### config.mk
export PLATFORM = sky130hd
export DESIGN_NAME = spi_txn_sched
export DESIGN_NICKNAME = d
export VERILOG_FILES = /design/src/rtl/spi_sched_pkg.sv /design/src/rtl/spi_tick_gen.sv /design/src/rtl/spi_txn_sched.sv
export SDC_FILE = /design/constraint.sdc
export NUM_CORES = 1
export LEC_CHECK = 0
export BUFFER_PORTS_ARGS = -buffer_cell sky130_fd_sc_hd__buf_2
export CAP_MARGIN = 20
export CORE_UTILIZATION = 45
export CTS_BUF_LIST = sky130_fd_sc_hd__clkbuf_4 sky130_fd_sc_hd__clkbuf_8
export DETAILED_ROUTE_END_ITERATION = 12
export PLACE_DENSITY = 0.67
export SETUP_SLACK_MARGIN = 0.4
export SYNTH_ARGS = -nofsm -noshare
export SYNTH_HDL_FRONTEND = slang
export SYNTH_SLANG_ARGS = --single-unit
### constraint.sdc
create_clock -name clk_in -period 2.2 [get_ports clk_in]
set_input_delay 0.11 -clock clk_in [delete_from_list [all_inputs] [get_ports clk_in]]
set_output_delay 0.11 -clock clk_in [all_outputs]
set_load 0.01 [all_outputs]
### src/rtl/spi_sched_pkg.sv
// Shared types and width helpers for the round-robin SPI transaction scheduler.
// Optional loopback build: define SPI_SCHED_LOOPBACK_EN (used in spi_txn_sched).
package spi_sched_pkg;

  typedef enum logic [1:0] {
    IDLE  = 2'd0,
    SETUP = 2'd1,
    SHIFT = 2'd2,
    HOLD  = 2'd3
  } state_t;

  // Width able to hold a count of 0..2*DATA_W SCLK edges.
  function automatic int bitcnt_w(input int data_w);
    return $clog2(2 * data_w + 1);
  endfunction

  function automatic int owner_w(input int num_req);
    return (num_req > 1) ? $clog2(num_req) : 1;
  endfunction

  function automatic int max3(input int a, input int b, input int c);
    int m;
    m = (a > b) ? a : b;
    return (m > c) ? m : c;
  endfunction

endpackage

### src/rtl/spi_tick_gen.sv
// Enable-pulse divider: one-cycle tick every DIV_RATIO clk_in cycles, held at
// zero while clr is high so the first tick lands DIV_RATIO cycles after release.
module spi_tick_gen #(
  parameter int DIV_RATIO = 2
) (
  input  logic clk_in,
  input  logic rst,
  input  logic clr,
  output logic tick
);

  localparam int CW = (DIV_RATIO > 1) ? $clog2(DIV_RATIO) : 1;
  localparam logic [CW-1:0] LAST = CW'(DIV_RATIO - 1);

  logic [CW-1:0] cnt_q;

  assign tick = !clr && (cnt_q == LAST);

  always_ff @(posedge clk_in or posedge rst) begin
    if (rst) begin
      cnt_q <= '0;
    end else if (clr || tick) begin
      cnt_q <= '0;
    end else begin
      cnt_q <= cnt_q + 1'b1;
    end
  end

endmodule

### src/rtl/spi_txn_sched.sv
// Round-robin arbiter plus SPI mode-0 sequencer sharing one link among NUM_REQ
// requesters. Define SPI_SCHED_LOOPBACK_EN to capture internal MOSI instead of MISO.
module spi_txn_sched
  import spi_sched_pkg::*;
#(
  parameter int NUM_REQ   = 2,
  parameter int DATA_W    = 16,
  parameter int DIV_RATIO = 2,
  parameter int CS_SETUP  = 2,
  parameter int CS_HOLD   = 2
) (
  input  logic                        clk_in,
  input  logic                        rst,
  input  logic [NUM_REQ-1:0]          req,
  input  logic [NUM_REQ*DATA_W-1:0]   req_wdata,
  output logic [NUM_REQ-1:0]          gnt,
  output logic [NUM_REQ-1:0]          done,
  output logic [DATA_W-1:0]           rdata,
  output logic                        busy,
  output logic                        spi_sclk,
  output logic                        spi_cs_n,
  output logic                        spi_mosi,
  input  logic                        spi_miso
);

  localparam int OWN_W = owner_w(NUM_REQ);
  localparam int CNT_W = max3(bitcnt_w(DATA_W), $clog2(CS_SETUP + 1), $clog2(CS_HOLD + 1));
  localparam logic [CNT_W-1:0] SETUP_LAST = CNT_W'(CS_SETUP - 1);
  localparam logic [CNT_W-1:0] SHIFT_LAST = CNT_W'(2 * DATA_W - 1);
  localparam logic [CNT_W-1:0] HOLD_LAST  = CNT_W'(CS_HOLD - 1);

  state_t              state_q, state_d;
  logic [OWN_W-1:0]    ptr_q, ptr_d, owner_q, owner_d;
  logic [CNT_W-1:0]    cnt_q, cnt_d;
  logic [DATA_W-1:0]   tx_q, tx_d, rx_q, rx_d, rdata_q, rdata_d;
  logic [NUM_REQ-1:0]  gnt_q, gnt_d, done_q, done_d;
  logic                busy_q, busy_d, sclk_q, sclk_d, cs_n_q, cs_n_d, mosi_q, mosi_d;

  logic                tick;
  logic                sample_bit;
  logic [OWN_W-1:0]    sel, ptr_nxt;
  logic                sel_vld;
  int                  idx;
  logic [DATA_W-1:0]   wdata_arr [NUM_REQ];

  for (genvar gi = 0; gi < NUM_REQ; gi++) begin : g_slice
    assign wdata_arr[gi] = req_wdata[gi*DATA_W +: DATA_W];
  end

`ifdef SPI_SCHED_LOOPBACK_EN
  logic unused_miso;
  assign unused_miso = spi_miso;
  assign sample_bit  = mosi_q;
`else
  assign sample_bit  = spi_miso;
`endif

  spi_tick_gen #(.DIV_RATIO(DIV_RATIO)) u_tick (
    .clk_in (clk_in),
    .rst    (rst),
    .clr    (state_q == IDLE),
    .tick   (tick)
  );

  // Descending scan so the requester closest at/after the pointer wins last.
  always_comb begin
    sel     = '0;
    sel_vld = 1'b0;
    idx     = 0;
    for (int k = NUM_REQ - 1; k >= 0; k--) begin
      idx = int'(ptr_q) + k;
      if (idx >= NUM_REQ) idx = idx - NUM_REQ;
      if (req[idx]) begin
        sel     = OWN_W'(idx);
        sel_vld = 1'b1;
      end
    end
    ptr_nxt = (int'(sel) == NUM_REQ - 1) ? '0 : OWN_W'(int'(sel) + 1);
  end

  always_comb begin
    state_d = state_q;
    ptr_d   = ptr_q;
    owner_d = owner_q;
    cnt_d   = cnt_q;
    tx_d    = tx_q;
    rx_d    = rx_q;
    rdata_d = rdata_q;
    gnt_d   = '0;
    done_d  = '0;
    busy_d  = busy_q;
    sclk_d  = sclk_q;
    mosi_d  = mosi_q;
    // Delayed one cycle from the state so cs_n falls the cycle after gnt.
    cs_n_d  = (state_q == IDLE);

    unique case (state_q)
      IDLE: begin
        sclk_d = 1'b0;
        mosi_d = 1'b0;
        cnt_d  = '0;
        if (sel_vld) begin
          gnt_d[sel] = 1'b1;
          owner_d    = sel;
          tx_d       = wdata_arr[sel];
          rx_d       = '0;
          mosi_d     = wdata_arr[sel][DATA_W-1];
          busy_d     = 1'b1;
          ptr_d      = ptr_nxt;
          state_d    = SETUP;
        end
      end
      SETUP: begin
        if (tick) begin
          if (cnt_q == SETUP_LAST) begin
            cnt_d   = '0;
            state_d = SHIFT;
          end else begin
            cnt_d = cnt_q + 1'b1;
          end
        end
      end
      SHIFT: begin
        if (tick) begin
          sclk_d = ~sclk_q;
          if (!sclk_q) begin
            rx_d = {rx_q[DATA_W-2:0], sample_bit};
          end else begin
            tx_d   = {tx_q[DATA_W-2:0], 1'b0};
            mosi_d = tx_q[DATA_W-2];
          end
          if (cnt_q == SHIFT_LAST) begin
            cnt_d   = '0;
            state_d = HOLD;
          end else begin
            cnt_d = cnt_q + 1'b1;
          end
        end
      end
      HOLD: begin
        if (tick) begin
          if (cnt_q == HOLD_LAST) begin
            cnt_d          = '0;
            rdata_d        = rx_q;
            done_d[owner_q] = 1'b1;
            busy_d         = 1'b0;
            mosi_d         = 1'b0;
            state_d        = IDLE;
          end else begin
            cnt_d = cnt_q + 1'b1;
          end
        end
      end
      default: state_d = IDLE;
    endcase
  end

  always_ff @(posedge clk_in or posedge rst) begin
    if (rst) begin
      state_q <= IDLE;
      ptr_q   <= '0;
      owner_q <= '0;
      cnt_q   <= '0;
      tx_q    <= '0;
      rx_q    <= '0;
      rdata_q <= '0;
      gnt_q   <= '0;
      done_q  <= '0;
      busy_q  <= 1'b0;
      sclk_q  <= 1'b0;
      cs_n_q  <= 1'b1;
      mosi_q  <= 1'b0;
    end else begin
      state_q <= state_d;
      ptr_q   <= ptr_d;
      owner_q <= owner_d;
      cnt_q   <= cnt_d;
      tx_q    <= tx_d;
      rx_q    <= rx_d;
      rdata_q <= rdata_d;
      gnt_q   <= gnt_d;
      done_q  <= done_d;
      busy_q  <= busy_d;
      sclk_q  <= sclk_d;
      cs_n_q  <= cs_n_d;
      mosi_q  <= mosi_d;
    end
  end

  assign gnt      = gnt_q;
  assign done     = done_q;
  assign rdata    = rdata_q;
  assign busy     = busy_q;
  assign spi_sclk = sclk_q;
  assign spi_cs_n = cs_n_q;
  assign spi_mosi = mosi_q;

endmodule

* Word level (Yosys, flattened, before mapping)
Index checks and enable logic that the tools add are counted.
Word-level totals: register bits 66, input port bits 37, output and inout bits 24, logic and storage cells 122
Operators by class: add/sub/neg operators 6, $lt $le $gt $ge 9, eq/ne operators 15, mux-type cells 57, bitwise gates (word level) 2, reductions and logical operators 19
Operators with widths (count):
- 16-bit 2-to-1 mux | 6
- 32-bit by 3-bit less-than comparator with 1-bit output (second input constant) | 2
- 32-bit 2-to-1 mux | 2
- 15-bit 2-to-1 mux | 3
- 16-bit one-hot mux with 2 select lines | 1
- 15-bit one-hot mux with 2 select lines | 1
- 2-bit 2-to-1 mux | 12
- 6-bit 2-to-1 mux | 4
- 1-bit 2-to-1 mux | 21
- 6-bit one-hot mux with 3 select lines | 1
- 4-bit AND reduction | 3
- 2-bit by 1-bit != test with 1-bit output (second input constant) | 5
- 2-bit != test (second input constant) | 5
- 2-bit one-hot mux with 4 select lines | 1
- 7-bit AND reduction | 1
- 6-bit by 1-bit adder with 6-bit output (second input constant) | 1
- 6-bit by 1-bit equality test with 1-bit output (second input constant) | 1
- 6-bit by 5-bit equality test with 1-bit output (second input constant) | 1
- 2-bit AND reduction | 3
- 5-bit AND reduction | 1
- 2-bit equality test (second input constant) | 2
- 2-bit >= comparator (second input constant) | 2
- 1-bit by 2-bit less-than comparator with 1-bit output (second input constant) | 2
- 1-bit one-hot mux with 2 select lines | 2
- 19 further kinds | 25

* Depth between registers and ports, before layout
Gate-level depths: netlist (run 1).
depth in word-level cells 14, gate-level depth with buffers 8, gate-level depth less buffers 6

* Cells and area by module
A second synthesis (run 1) with hierarchy kept.
Unflattened totals: cell total of the unflattened synthesis 279, area total of the unflattened synthesis 3149.3 µm²
Modules (own cells, without submodules):
- spi_txn_sched | instances 1, cells an instance 275, area each 3103.0 µm², seq. area each 1627.8 µm²
- spi_tick_gen | instances 1, cells an instance 4, area each 46.3 µm², seq. area each 25.0 µm²

* Worst setup path after synthesis (run 1)
No wires, ideal clock.
kind reg-to-reg, start point register state_q[0], end point register tx_q[10], setup time 0.125 ns, arrival 1.795 ns, required time 2.075 ns, setup slack 0.280 ns, cell stages (with the launch flop) 7, path buffers 1, period minus slack after synthesis 1.920 ns, cell sequence dfrtp_1 -> inv_1 -> ha_1 -> nand2b_1 -> o22ai_1 -> buf_4 -> mux2_2
On the way: cells in the longest elaborated chain, start to end 5, elaborated cells between the ends (all ways) 10, classes of those cells 4 x eq/ne; 1 x mux; 5 x reduce/logical
Ends and longest elaborated chain:
- from (decl) | line spi_txn_sched.sv:32 | state_t state_q, state_d;
- from (signal assigned) | line spi_txn_sched.sv:174 | state_q <= state_d;
- 2-bit logical NOT *
- net cs_n_d | line spi_txn_sched.sv:37 | logic busy_q, busy_d, sclk_q, sclk_d, cs_n_q, cs_n_d, mosi_q, mosi_d;
- 1-bit logical NOT | line spi_tick_gen.sv:17 | assign tick = !clr && (cnt_q == LAST);
- 1-bit logical AND | line spi_tick_gen.sv:17
- 2-bit by 1-bit != test with 1-bit output (no line)
- 4-bit AND reduction (no line)
- to (signal assigned) | line spi_txn_sched.sv:178 | tx_q <= tx_d;
- to (decl) | line spi_txn_sched.sv:35 | logic [DATA_W-1:0] tx_q, tx_d, rx_q, rx_d, rdata_q, rdata_d;
Mark *: on every way through the listed nets, which the timed path passes. The rest lies on a longest branch. A chain may end at the register's enable or synchronous reset.

* Worst setup path in the final report (run 1)
start point register state_q[1], end point register cnt_q[5]
On the way: cells in the longest elaborated chain, start to end 5, elaborated cells between the ends (all ways) 11, classes of those cells 5 x eq/ne; 1 x mux; 5 x reduce/logical
Ends and longest elaborated chain:
- 2-bit logical NOT | line spi_txn_sched.sv:61, spi_txn_sched.sv:97
- 1-bit logical NOT | line spi_tick_gen.sv:17
- 1-bit logical AND | line spi_tick_gen.sv:17
- 2-bit by 1-bit != test with 1-bit output (no line)
- 2-bit AND reduction (no line)
- to (signal assigned) | line spi_txn_sched.sv:177 | cnt_q <= cnt_d;
- to (decl) | line spi_txn_sched.sv:34 | logic [CNT_W-1:0] cnt_q, cnt_d;
Several ways; a longest one is shown, not always the timed one.

==> impl_metrics.py, run 1 <==
metrics = {
    "logic_synthesis": {
        "synth_compound_area_share_pct": 14.2,
        "synth-simple-area-share_pct": 16.5,
        "synth_seq_cells": 66,
        "async_flop_share_pct": 100,
        "synth_edf_count": 0,
        "yosysMostFrequentCell": "dfrtp_1",
        "yosysWarningCount": 0,
        "synth_top_family_by_area": "simple AND/OR/NAND/NOR gates",
        "synth_top_area_cell": "dfrtp_1",
        "synth_cell_types": 48,
        "yosysTopAreaCellShare_pct": 50.4,
        "syn_avg_cell_area_sq_um": 10.4,
        "synth-xor-area-share_pct": 0,
        "synth.cell_area_sq_um": 3230,
        "synth.mux.area_fraction_pct": 12.2,
        "syn-num-nets": 354,
        "synth-main-ff-cell": "dfrtp_1",
        "ys_seq_area_share_pct": 51.2,
        "synthCells": 311,
        "synthAdderAreaFrac_pct": 2.33,
        "ys_top_cells_by_count": "65 x dfrtp_1, 39 x nand2_1, 33 x nand3_1",
        "yosys-top-cells-area": "dfrtp_1 50%, mux2_2 8.0%, nand3_1 5.1%, nand2_1 4.5%, mux2_4 4.2%",
    },
    "finish": {
        "fillers": 587,
        "n_antenna_cell": 0,
        "layout.nets": 423,
        "drive_gt1_share_pct": 39.5,
        "syn2layout_area_growth_pct": 27.5,
        "final_cell_area_sq_um": 4110,
        "instances_no_fill": 481,
        "final-seq-area_sq_um": 1660,
        "multi_input_area_sq_um": 1610,
    },
    "routing": {
        "wl_um": 6870,
        "drtIter0Drc": 101,
        "drt_first_pass_iters": 5,
        "via_count": 2603,
        "vias_per_cell": 5.41,
        "post_drt_wl_per_cell_um": 14.3,
        "drc": 0,
        "ant_nets": 0,
    },
    "floorplan": {
        "die_w_um": 86.7,
        "fp.coreArea_sq_um": 6870,
        "dieHeight_um": 86.7,
        "row_count": 30,
        "pin_count": 61,
        "initial_core_util_pct": 47.0,
        "dieArea_sq_um": 7510,
    },
    "global_route": {
        "grt_pass1_wl_um": 11800,
        "track_usage_pct": 20.1,
        "overflow": 0,
        "grt_max_degree": 45,
        "busiest_layer": "met2",
        "grtUsageMet3_pct": 3.81,
        "met2_usage_pct": 32.1,
        "grt_antenna_before_repair": 0,
        "grt_pass1_vias": 2527,
        "use_met1_pct": 27.2,
    },
    "timing": {
        "worstMarginPinSlew_ps": 518,
        "timing.final.crit_share_pct": 83.2,
        "max_freq_mhz": 546,
        "hold_viol": 0,
        "maxSlewHeadroom_pct": 65.5,
        "rsz0062_at_grt": "true",
        "clock_skew_ps": 8.08,
        "period_needed_ps": 1830,
        "setup_viol": 0,
        "tns_ps": 0,
        "slew_viol_final": 0,
    },
    "clock_network": {
        "htree_levels": 3,
        "clkSinkCount": 66,
        "clockBufferDepth": 2,
        "cts_tree": "done",
        "cts_buffers": 9,
        "insertion_delay_ps": 340,
        "root_buffer": "clkbuf_8",
        "cts.clk_slew.worst_paths_ps": 80,
    },
    "power": {
        "ir_worst_vdd_uv": 318,
        "intPower_mw": 2.06,
        "power.switching_mw": 0.553,
        "p_leak_nw": 2.04,
        "powerDensity_nw_per_um2": 635,
        "p_seq_share_pct": 47.2,
        "switching_share_pct": 21.2,
        "p_comb_share_pct": 4.3,
        "clkPwrFrac_pct": 48.5,
    },
    "critical_path": {
        "reg2reg_depth": 6,
        "cp_slowest_cell": "dfrtp_2",
        "cp.depth": 6,
        "end_kind": "flop",
        "crit_required_ps": 2490,
        "cp_max_fo": 4,
        "cpLargestDelayFamily": "compound AO/OA/AOI/OAI gates",
        "path_class": "flop to flop",
        "cp.arrival_ps": 2120,
        "slowest_delay_ps": 460,
        "start_kind": "flop",
        "cp_cell_sequence": "inv_4 -> ha_4 -> or3_4 -> a2111o_1 -> a221oi_2 -> a21o_1",
        "path_buf_inv": 1,
    },
    "flow_run": {
        "maxCapViolations": 0,
    },
    "placement": {
        "post-dp-hpwl_um": 4580,
        "gp_congestion": 0.842,
        "io_buffers": 60,
        "placed_cells": 461,
        "place_area_sq_um": 3670,
    },
    "status": {
        "outcome": "finished, final reports clean",
    },
    "min_path": {
        "worstHoldPathCells": 2,
        "hp-class": "input port to flop",
    },
}
-- flip-flops by register name, summed over array words and instances (netlist names) --
register,count
busy,1
cnt_q,6
done,2
gnt,2
owner_q,1
ptr_q,1
rdata,16
rx_q,16
spi_cs_n,1
spi_mosi,1
spi_sclk,1
state_q,2
tx_q,15
u_tick.cnt_q,1
-- cells in the final DEF (no fill, tap or decap), types with 3 or more instances in the layout --
master     instances
nand2_1           38
buf_2             60
bufinv_16          3
nand3_1           33
dfrtp_2            3
a21oi_1            7
nor2_1            20
a31oi_1           17
mux2_2            23
ha_4               4
inv_1              6
o21ai_0           17
dfrtp_1           62
buf_4             10
clkbuf_8          10
nand2b_1           3
mux2_4             9
-- final cells by class --
class | count | share of cell area (%)
flip-flops and latches | 66 | 40.3
multi-input cells | 219 | 39.1
repair buffers | 75 | 10.7
clock buffers | 10 | 3.35
well taps | 96 | 2.92
clock inverters | 6 | 2.74
inverters | 9 | 0.943
-- cell families after synthesis --
group / count (synthesis)
fa+ha+maj: 6
compound gates: 69
buf+inv: 26
simple gates: 112
mux: 32
flops: 66
-- metal layers --
layer / vias to the layer above / share of wire, %
li1: 1256 / -
met1: 1281 / 49
met2: 55 / 47
met3: 11 / 3.4
met4: 0 / 1.4
met5: - / 0
-- metrics by stage --
stage          setup WS (ps)  hold slack [ps]  util, %  power, mW
2_1_floorplan            410              255        -       1.31
3_3_place_gp             297              166     53.5       1.36
3_5_place_dp             262              180     53.5       1.37
4_1_cts                  375             84.5     58.7       2.64
5_1_grt                  329              125     59.9       2.71
6_report                 370              103     59.9       2.61
-- repair_timing --
item                                   CTS  global route
endpoints found under the hold margin   23             0
setup endpoints to repair               52            53
pin swaps                                4             2
hold buffers                             2             0
buffers inserted                         0             2
resized for setup                       21            13
-- power groups by stage --
stage	clock network, mW	registers, mW	logic [mW]
2_1_floorplan	0	1.25	0.0571
3_3_place_gp	0	1.25	0.110
3_5_place_dp	0	1.26	0.112
4_1_cts	1.30	1.23	0.115
5_1_grt	1.35	1.23	0.129
6_report	1.27	1.23	0.112
-- final timing paths --
kind	slack (ps)	to	from
max reg2reg	370	cnt_q[5]	state_q[1]
max	370	cnt_q[5]	state_q[1]
min	100	ptr_q	req[1]
min reg2reg	470	done[0]	owner_q
min in group asynchronous	340	tx_q[4]	rst
max in group asynchronous	1190	spi_cs_n	rst
Note: power is estimated with default switching activity, not from simulation.
==> inputs of run 2 (changes only) <==
PLACE_DENSITY = 0.7   (was 0.67)
clock period = 1.6 ns   (was 2.2 ns; I/O delays follow)
==> run 2 against run 1 <==
The flow now finishes with violations (negative setup slack). Global-route usage rose by 1.3 points. Final area rose by 17%. Clock power barely moved. Combinational power rose by 46%. Via count rose by 10%. Final cell count rose by 9.6%. Total power rose by 19%. Flip-flop and latch count did not move. Non-clock buffer count rose by 44. Clock skew fell by 3.4 ps. Hold slack got worse by 11 ps. Largest power group is now registers.
==> impl_metrics.py, run 2 (synthesized netlist as in run 1, its figures left out) <==
metrics = {
    "floorplan": {
        "die_w_um": 86.7,
        "pin_count": 61,
        "row_count": 30,
        "dieArea_sq_um": 7510,
        "dieHeight_um": 86.7,
        "fp.coreArea_sq_um": 6870,
        "initial_core_util_pct": 47.0,
    },
    "timing": {
        "slew_viol_final": 0,
        "holdWs_ps": 91.7,
        "timing.final.crit_share_pct": 119,
        "tns_ps": -10150,
        "worst_slack_ps": -308,
        "clock_skew_ps": 4.67,
        "maxSlewHeadroom_pct": 69.9,
        "max_freq_mhz": 524,
        "hold_viol": 0,
        "worstMarginPinSlew_ps": 450,
        "setup_viol": 58,
        "rsz0062_at_grt": "true",
        "period_needed_ps": 1910,
    },
    "clock_network": {
        "root_buffer": "clkbuf_8",
        "clockBufferDepth": 2,
        "cts_tree": "done",
        "cts.clk_slew.worst_paths_ps": 70,
        "insertion_delay_ps": 350,
        "htree_levels": 3,
        "cts_buffers": 9,
        "clkSinkCount": 66,
    },
    "critical_path": {
        "crit_required_ps": 1890,
        "cp_cell_sequence": "inv_4 -> ha_4 -> or3_4 -> a2111o_1 -> a221oi_2 -> a21o_1",
        "cp_max_fo": 3,
        "start_kind": "flop",
        "cp_slowest_cell": "dfrtp_2",
        "path_class": "flop to flop",
        "end_kind": "flop",
        "path_buf_inv": 1,
        "cpLargestDelayFamily": "compound AO/OA/AOI/OAI gates",
        "cp.arrival_ps": 2200,
        "slowest_delay_ps": 450,
    },
    "status": {
        "violations": "negative setup slack",
        "outcome": "finished, violations left",
    },
    "finish": {
        "fillers": 509,
        "final_cell_area_sq_um": 4810,
        "instances_no_fill": 527,
        "drive_gt1_share_pct": 52.4,
        "syn2layout_area_growth_pct": 49.1,
        "layout.nets": 469,
        "n_antenna_cell": 0,
        "final_common_cell": "dfrtp_1",
        "final_cell_mix": "63 x dfrtp_1, 60 x buf_2, 37 x nand2_1",
        "post-route-util_pct": 70.0,
    },
    "flow_run": {
        "maxCapViolations": 0,
    },
    "placement": {
        "post-dp-hpwl_um": 4950,
        "placed_cells": 490,
        "io_buffers": 60,
        "place_area_sq_um": 4030,
        "gp_congestion": 0.834,
    },
    "global_route": {
        "grt_antenna_before_repair": 0,
        "grt_pass1_vias": 2586,
        "grt_max_degree": 43,
        "grt_pass1_wl_um": 12300,
        "track_usage_pct": 21.4,
        "overflow": 0,
    },
    "power": {
        "p_seq_share_pct": 54.8,
        "power.switching_mw": 0.787,
        "clkPwrFrac_pct": 39.9,
        "intPower_mw": 2.31,
        "ir_worst_vdd_uv": 344,
        "powerDensity_nw_per_um2": 644,
        "p_comb_share_pct": 5.3,
        "switching_share_pct": 25.4,
        "p_leak_nw": 2.35,
    },
    "routing": {
        "drc": 0,
        "vias_per_cell": 5.45,
        "via_count": 2874,
        "wl_um": 8260,
        "post_drt_wl_per_cell_um": 15.7,
        "ant_nets": 0,
        "drt_first_pass_iters": 4,
        "drtIter0Drc": 99,
    },
    "min_path": {
        "hp-class": "input port to flop",
    },
}
## run 2: cell count changes in the layout (fill, tap and decap cells not counted), moves of 12 or more
cell and delta:
buf_6 +12, nand3_2 +16, nand3_1 -16, buf_4 +24, mux2_4 +16, mux2_2 -16
## run 2: final timing paths
check | from | to | slack, ps | depth (start not counted)
max in group asynchronous | rst | spi_cs_n | 880 | 4
worst min-delay path | req[1] | ptr_q | 90 | 2
min in group asynchronous | rst | rdata[15] | 190 | 3
worst max register to register | state_q[0] | cnt_q[5] | -310 | 6
worst max-delay path | state_q[0] | cnt_q[5] | -310 | 6
worst min register to register | owner_q | done[0] | 460 | 1
## run 2: per-layer routing
| metal | share of wire, % | vias to the layer above | track usage (%) |
|---|---|---|---|
| met5 | 0 | - | 0 |
| met4 | 2.0 | 0 | 9.85 |
| met3 | 3.1 | 13 | 4.76 |
| met2 | 51 | 66 | 34.0 |
| met1 | 44 | 1437 | 28.1 |
| li1 | - | 1358 | - |
## run 2: final cells by class
type,count,area (sq um),share of cell area (%)
well taps,96,120,2.50
inverters,9,42.5,0.884
flip-flops and latches,66,1660,34.4
repair buffers,119,923,19.2
clock buffers,9,124,2.57
clock inverters,7,45.0,0.936
multi-input cells,221,1900,39.5
## run 2: what timing repair did
item | CTS | global route
hold buffers | 2 | 0
pin swaps | 5 | 32
gates cloned | 2 | 2
endpoints found under the hold margin | 66 | 0
gates resized for setup | 17 | 64
buffers inserted | 7 | 8
setup endpoints to repair | 61 | 64
## run 2: power by group through the flow
stage / Combinational (mW) / Clock, mW / Sequential [mW]
after global routing: 0.187 / 1.33 / 1.70
after CTS: 0.163 / 1.26 / 1.69
final: 0.164 / 1.24 / 1.70
after floorplan: 0.0790 / 0 / 1.72
after global placement: 0.157 / 0 / 1.72
after detailed placement: 0.159 / 0 / 1.73
## run 2: per-stage QoR
step,setup slack [ps],power (mW)
6_report,-308,3.10
5_1_grt,-349,3.22
4_1_cts,-231,3.11
3_5_place_dp,-235,1.89
3_3_place_gp,-180,1.88
2_1_floorplan,-141,1.80
